File: config.mk
export PLATFORM = sky130hd
export DESIGN_NAME = rip_fetch
export DESIGN_NICKNAME = d
export VERILOG_FILES = /design/src/rtl/rip_common_pkg.sv /design/src/rtl/rip_fetch_predecode.sv /design/src/rtl/rip_fetch.sv
export SDC_FILE = /design/constraint.sdc
export NUM_CORES = 1
export LEC_CHECK = 0
export ABC_AREA = 1
export BUFFER_PORTS_ARGS = -buffer_cell sky130_fd_sc_hd__clkbuf_2
export CORE_UTILIZATION = 45
export DETAILED_ROUTE_END_ITERATION = 6
export GPL_TIMING_DRIVEN = 0
export HOLD_SLACK_MARGIN = 0.02
export PLACE_DENSITY = 0.77
export SLEW_MARGIN = 10
export SYNTH_ARGS = -nofsm -noshare
export SYNTH_HDL_FRONTEND = slang
export SYNTH_HIERARCHICAL = 1
export SYNTH_SLANG_ARGS = --single-unit
File: constraint.sdc
create_clock -name clk -period 2.72 [get_ports clk]
set_input_delay 0.544 -clock clk [delete_from_list [all_inputs] [get_ports clk]]
set_output_delay 0.544 -clock clk [all_outputs]
set_load 0.02 [all_outputs]
File: src/rtl/rip_common_pkg.sv
// Shared RIP definitions: the datapath width, the JAL opcode and a J-type immediate decoder.
// Package name: rip_common. No ports.
package rip_common;

  localparam int unsigned DATA_WIDTH = 32;
  localparam logic [6:0]  OPCODE_JAL = 7'b1101111;

  // J-type immediate: {imm[20], imm[10:1], imm[11], imm[19:12]} in inst[31:12], sign-extended.
  function automatic logic [DATA_WIDTH-1:0] j_imm(input logic [DATA_WIDTH-1:0] inst);
    j_imm = {{11{inst[31]}}, inst[31], inst[19:12], inst[20], inst[30:21], 1'b0};
  endfunction

endpackage

File: src/rtl/rip_fetch_predecode.sv
// rip_fetch_predecode: looks at the instruction sitting in decode. It flags a JAL and computes
// the JAL target.
// Ports:
//   inst    - instruction word in decode
//   inst_pc - byte address of inst
//   is_jal  - the opcode is JAL
//   target  - inst_pc + sign-extended J-immediate, modulo 2^32
// Instantiated by rip_fetch only when RIP_FETCH_JAL_PREDICT_EN is defined.
module rip_fetch_predecode
  import rip_common::*;
(
  input  logic [DATA_WIDTH-1:0] inst,
  input  logic [DATA_WIDTH-1:0] inst_pc,
  output logic                  is_jal,
  output logic [DATA_WIDTH-1:0] target
);

  // rd (inst[11:7]) plays no part in prediction.
  logic unused_rd;
  assign unused_rd = ^inst[11:7];

  always_comb begin
    is_jal = (inst[6:0] == OPCODE_JAL);
    target = inst_pc + j_imm(inst);
  end

endmodule

File: src/rtl/rip_fetch.sv
// rip_fetch: the instruction fetch stage. It keeps a sequential PC and a registered decode slot.
// Instruction memory is synchronous, so the word fetched at pc shows up on if_dout one cycle
// later, and it is aligned with inst_pc_q.
// Parameters:
//   RESET_PC       - first fetch address after reset
// Ports:
//   clk, rst       - clock; synchronous active-high reset
//   stall          - hazard stall; holds fetch and the decode slot
//   redirect_valid - a resolved taken branch/jump; flushes decode and refetches at redirect_pc
//   redirect_pc    - redirect target byte address
//   pc, if_ready   - fetch address and read enable to instruction memory
//   if_dout        - instruction word returned by memory
//   id_inst, id_pc, id_valid, id_pred_taken - decode-side instruction, address, valid, prediction
// Optional macro RIP_FETCH_JAL_PREDICT_EN: JALs in decode steer fetch to their target.
module rip_fetch
  import rip_common::*;
#(
  parameter logic [DATA_WIDTH-1:0] RESET_PC = 32'h0000_0000
) (
  input  logic                  clk,
  input  logic                  rst,
  input  logic                  stall,
  input  logic                  redirect_valid,
  input  logic [DATA_WIDTH-1:0] redirect_pc,
  output logic [DATA_WIDTH-1:0] pc,
  output logic                  if_ready,
  input  logic [DATA_WIDTH-1:0] if_dout,
  output logic [DATA_WIDTH-1:0] id_inst,
  output logic [DATA_WIDTH-1:0] id_pc,
  output logic                  id_valid,
  output logic                  id_pred_taken
);

  logic [DATA_WIDTH-1:0] pc_q;
  logic [DATA_WIDTH-1:0] inst_pc_q;
  logic                  inst_valid_q;

  logic                  pred_jal;
  logic [DATA_WIDTH-1:0] pred_target;
  logic                  pred_take;
  logic                  steer;
  logic [DATA_WIDTH-1:0] fetch_addr;

`ifdef RIP_FETCH_JAL_PREDICT_EN
  rip_fetch_predecode u_predecode (
    .inst    (if_dout),
    .inst_pc (inst_pc_q),
    .is_jal  (pred_jal),
    .target  (pred_target)
  );
`else
  assign pred_jal    = 1'b0;
  assign pred_target = '0;
`endif

  always_comb begin
    // rst is included so that a reset landing on a valid slot squashes decode at once.
    id_valid      = inst_valid_q & ~redirect_valid & ~rst;
    id_pc         = inst_pc_q;
    id_inst       = if_dout;
    id_pred_taken = id_valid & pred_jal;
    // id_valid already excludes a redirect, so an external redirect wins over the prediction.
    pred_take     = id_pred_taken & ~stall;
    steer         = redirect_valid | pred_take;

    fetch_addr = pc_q;
    if (redirect_valid) begin
      fetch_addr = redirect_pc;
    end else if (pred_take) begin
      fetch_addr = pred_target;
    end
    fetch_addr[1:0] = 2'b00;

    pc       = fetch_addr;
    if_ready = ~rst & (~stall | redirect_valid);
  end

  // Every cycle that reads memory (advance or steer) moves the fetched address into decode.
  always_ff @(posedge clk) begin
    if (rst) begin
      pc_q         <= RESET_PC;
      inst_pc_q    <= '0;
      inst_valid_q <= 1'b0;
    end else if (steer || !stall) begin
      pc_q         <= fetch_addr + DATA_WIDTH'(4);
      inst_pc_q    <= fetch_addr;
      inst_valid_q <= 1'b1;
    end
  end

endmodule

; ---- Yosys cells after proc, flatten, opt, wreduce, memory -nomap -nowiden
; Cells that the tools add are included.
[word_totals]
ff_bits = 63
inputBits = 68
out_inout_bits = 99
word_cells = 14
[op_classes]
addsub = 1
mux = 1
bitwise_logic = 7
n_reduce_logical = 2
[ops]
columns = cell, n
row1 = $add A32 B3 Y32 const B, 1
row2 = $mux W32, 1
row3 = $and A1 B1 Y1, 3
row4 = $not A1 Y1, 3
row5 = $logic_not A1 Y1, 1
row6 = $logic_or A1 B1 Y1, 1
row7 = $or A1 B1 Y1, 1

; ---- Depth between registers and ports, before layout
[logic_depth]
depth_word = 3
depth_mapped = 15
mapped_depth_nobuf = 14

; ---- Least setup slack after synthesis
; Ideal clock, no wire load.
[synth_timing]
kind = input-to-output
startpoint = input redirect_valid
endpoint = output if_ready
t_arrival_ns = 1.704
required_time_ns = 2.176
slack_ns = 0.472
stages = 9
n_path_buf = 5
path_cell_list = buf_6 -> inv_6 -> buf_12 -> buf_8 -> nand2_2 -> inv_2 -> buf_4 -> buf_4 -> nor2_1
[synth_between]
elab_chain_len = 2
[synth_lines]
columns = element, line
row1 = "start, declared", rip_fetch.sv:23  ; input logic redirect_valid,
row2 = $or A1 B1 Y1, rip_fetch.sv:75  ; if_ready = ~rst & (~stall | redirect_valid);
row3 = $and A1 B1 Y1, rip_fetch.sv:75
row4 = "end, declared", rip_fetch.sv:26  ; output logic if_ready,
; Every way passes these cells.

; ---- Worst setup path after layout
; Ends and elaborated chain as after synthesis.

==> flow_metrics.env <==
export IMPL_r2r_start="pc_q[2]"
export IMPL_syn_cell_area_sq_um=3811
export IMPL_netlist_cell_type_count=28
export IMPL_gr_usage_met3=0.06472
export IMPL_synth_compound_area_share=0.09750
export IMPL_r2r_end="pc_q[22]"
export IMPL_avgViaCountPerCell=5.094
export IMPL_grt_use_met2=0.4367
export IMPL_min_period_ns=2.458
export IMPL_synth_simple_area_share=0.4176
export IMPL_holdBufCountCts=0
export IMPL_post_cts_buffers=0
export IMPL_hp_class="in -> reg"
export IMPL_cts_tree="built"
export IMPL_antenna_found_initial=0
export IMPL_start_util=0.4638
export IMPL_arrival_ns=1.91
export IMPL_gr_usage_met1=0.3347
export IMPL_place_worst_setup_slack_ns=0.2632
export IMPL_r2r_setup_slack_ns=0.91
export IMPL_top_usage_layer="met2"
export IMPL_post_drt_wl_per_cell_um=13.80
export IMPL_max_cap_violations=0
export IMPL_drtAntennaViolNets=0
export IMPL_cp_start_kind="input port"
export IMPL_gr_total_overflow=0
export IMPL_synth_seq_cells=61
export IMPL_worstPathRequired_ns=2.18
export IMPL_drtPass1Iterations=5
export IMPL_clk_path_buf_depth=2
export IMPL_p_leak_uw=0.002432
export IMPL_final_net_count=802
export IMPL_clk_pin_slew_ns=0.07
export IMPL_drive_gt1_frac=0.3410
export IMPL_final_common_cell="nand2_1"
export IMPL_synth_top_family_by_area="simple AND/OR/NAND/NOR gates"
export IMPL_max_stage_delay_ns=0.22
export IMPL_synthXorXnorAreaFrac=0.004596
export IMPL_clk_latency_ns=0.35
export IMPL_globalplace_congestion=0.9241
export IMPL_maxSlewViolCount=0
export IMPL_most_common_layout_cells="nand2_1, clkbuf_2, nor2_1"
export IMPL_hold_depth=2
export IMPL_grt_usage=0.2681
export IMPL_worstMarginPinSlew_ns=0.5977
export IMPL_first_global_vias=3813
export IMPL_seq_area_frac_synth=0.3204
export IMPL_nFillCells=839
export IMPL_synth_fa_ha_area_frac=0.003283
export IMPL_cts_sinks=61
export IMPL_drc=0
export IMPL_rsz0062_at_grt="false"
export IMPL_yosys_warnings=6
export IMPL_slowest_stage="buf_4"
export IMPL_first_iter_violations=316
export IMPL_vias=4284
export IMPL_clockRootBuffer="clkbuf_8"
export IMPL_period_share=0.9036
export IMPL_path_common_cell="buf_4"
export IMPL_cp_buffers_inverters=8
export IMPL_core_area_sq_um=8217
export IMPL_hpwl_um=8774
export IMPL_synth_area_mux_share=0
export IMPL_cp_max_fo=10
export IMPL_max_freq_mhz=406.9
export IMPL_ctsResizeCount=0
export IMPL_cp_top_family="buffers and inverters"
export IMPL_setup_violations_final=0
export IMPL_grt_start_max_net_pins=11
export IMPL_final_setup_tns_ns=0
export IMPL_finalPower_uw=2336
export IMPL_timing_final_ws_setup_ns=0.2621
export IMPL_finClkSkew_ns=0.009801
export IMPL_worstHoldStart="rst"
export IMPL_row_count=33
export IMPL_crit_chain="buf_6, inv_6, buf_12, buf_8, nand2_2, inv_2, buf_4, buf_4, nor2_1, clkbuf_2"
export IMPL_final_hold_viol_count=0
export IMPL_syn_inst=592
export IMPL_p_per_area_nw_per_um2=491.4
export IMPL_end_kind="output pin"
export IMPL_dieArea_sq_um=8842
export IMPL_diodes=0
export IMPL_cts_buffers=9
export IMPL_max_slew_margin_rel=0.6015
export IMPL_wl_um=11600
export IMPL_rr_worst_depth=12
export IMPL_h_tree_depth=3
export IMPL_holdPathEnd="pc_q[10]"
export IMPL_io_buffers=126
export IMPL_syn_area_per_cell_sq_um=6.438
export IMPL_num_io_pins=167
export IMPL_grt_pass1_wl_um=17950
export IMPL_critPathKind="in -> out"
export IMPL_area_growth_pct=24.72
export IMPL_die_w_um=94.03
export IMPL_die_y_um=94.03
export IMPL_outcome="complete, no violations"
export IMPL_irDropWorstVdd_mv=0.2982
worst reg2reg max path, cell delays in order (launching register included):
cell,delay [ns]
dfxtp_1,0.35
o21ai_1,0.12
inv_1,0.12
ha_1,0.19
nand3_1,0.12
inv_2,0.14
nand2_2,0.13
nor2_4,0.23
nand2_1,0.08
nand2_1,0.07
nand3_1,0.07
nand2_1,0.06
inv_1,0.04
worst max path at each step:
stage                   start        to  depth (start not counted)
2_1_floorplan  redirect_valid  if_ready                          9
3_3_place_gp   redirect_valid  if_ready                         10
3_5_place_dp   redirect_valid  if_ready                         10
4_1_cts        redirect_valid  if_ready                         10
5_1_grt        redirect_valid  if_ready                         10
6_report       redirect_valid  if_ready                         10
synthesized netlist by cell type:
master / number / share of area
buf_8: 1 / 0.0039
nand2_4: 6 / 0.018
a21oi_1: 20 / 0.026
nor2_4: 6 / 0.018
nand3_1: 35 / 0.046
inv_1: 34 / 0.033
xor2_1: 2 / 0.0046
clkbuf_1: 9 / 0.0089
buf_12: 1 / 0.0053
nor2_2: 11 / 0.018
nand2_1: 178 / 0.18
nand2_2: 33 / 0.054
a31oi_1: 7 / 0.011
conb_1: 1 / 0.00098
ha_1: 1 / 0.0033
o21bai_1: 1 / 0.0020
nor3_1: 1 / 0.0013
buf_6: 4 / 0.012
o21ai_1: 1 / 0.0013
dfxtp_1: 61 / 0.32
nand4_1: 1 / 0.0016
buf_4: 40 / 0.079
nor2_1: 87 / 0.086
o21ai_0: 37 / 0.049
inv_2: 2 / 0.0020
o211ai_1: 4 / 0.0079
inv_6: 1 / 0.0023
buf_2: 7 / 0.0092
sequential cells by signal, summed over array words and instances (netlist names):
name	count
pc_q	30
id_pc	30
inst_valid_q	1
routing by layer:
metal  up-vias  part of all wire  wire, um
li1       2108                 -         -
met2       229              0.46      5365
met5         -                 0         0
met1      1917              0.43      4939
met4         0             0.027       310
met3        30             0.085       988
cell families after synthesis:
kind of cell / Yosys count
AOI/OAI and AO/OA: 70
xor gates and xnor gates: 2
adders and majority gates: 1
buffers and inverters: 99
DFF: 61
other: 1
and+or+nand+nor: 358
where the power goes:
group	switching, uW	internal, uW	total (uW)
logic	400	214	613
registers	31.4	955	986
clock network	369	368	736
per-stage QoR:
step	hold slack [ns]	util	cell area (sq um)	std cells
2_1_floorplan	0.4364	-	3826	596
3_3_place_gp	0.4443	0.5584	4588	827
3_5_place_dp	0.4732	0.5584	4588	827
4_1_cts	0.4550	0.5785	4753	841
5_1_grt	0.4646	0.5785	4753	841
6_report	0.4596	0.5785	4753	841
layout make-up:
class                   count  area [sq um]  area share
multi-input cells         436          2012      0.4233
well taps                 105         131.4     0.02764
plain buffers              62         449.2     0.09450
clock inverters             2         10.01    0.002106
clock buffers              12         155.1     0.03264
repair buffers            126         630.6      0.1327
inverters                  37         143.9     0.03027
flip-flops and latches     61          1221      0.2569
No activity file was read; power rests on OpenSTA's default activity.
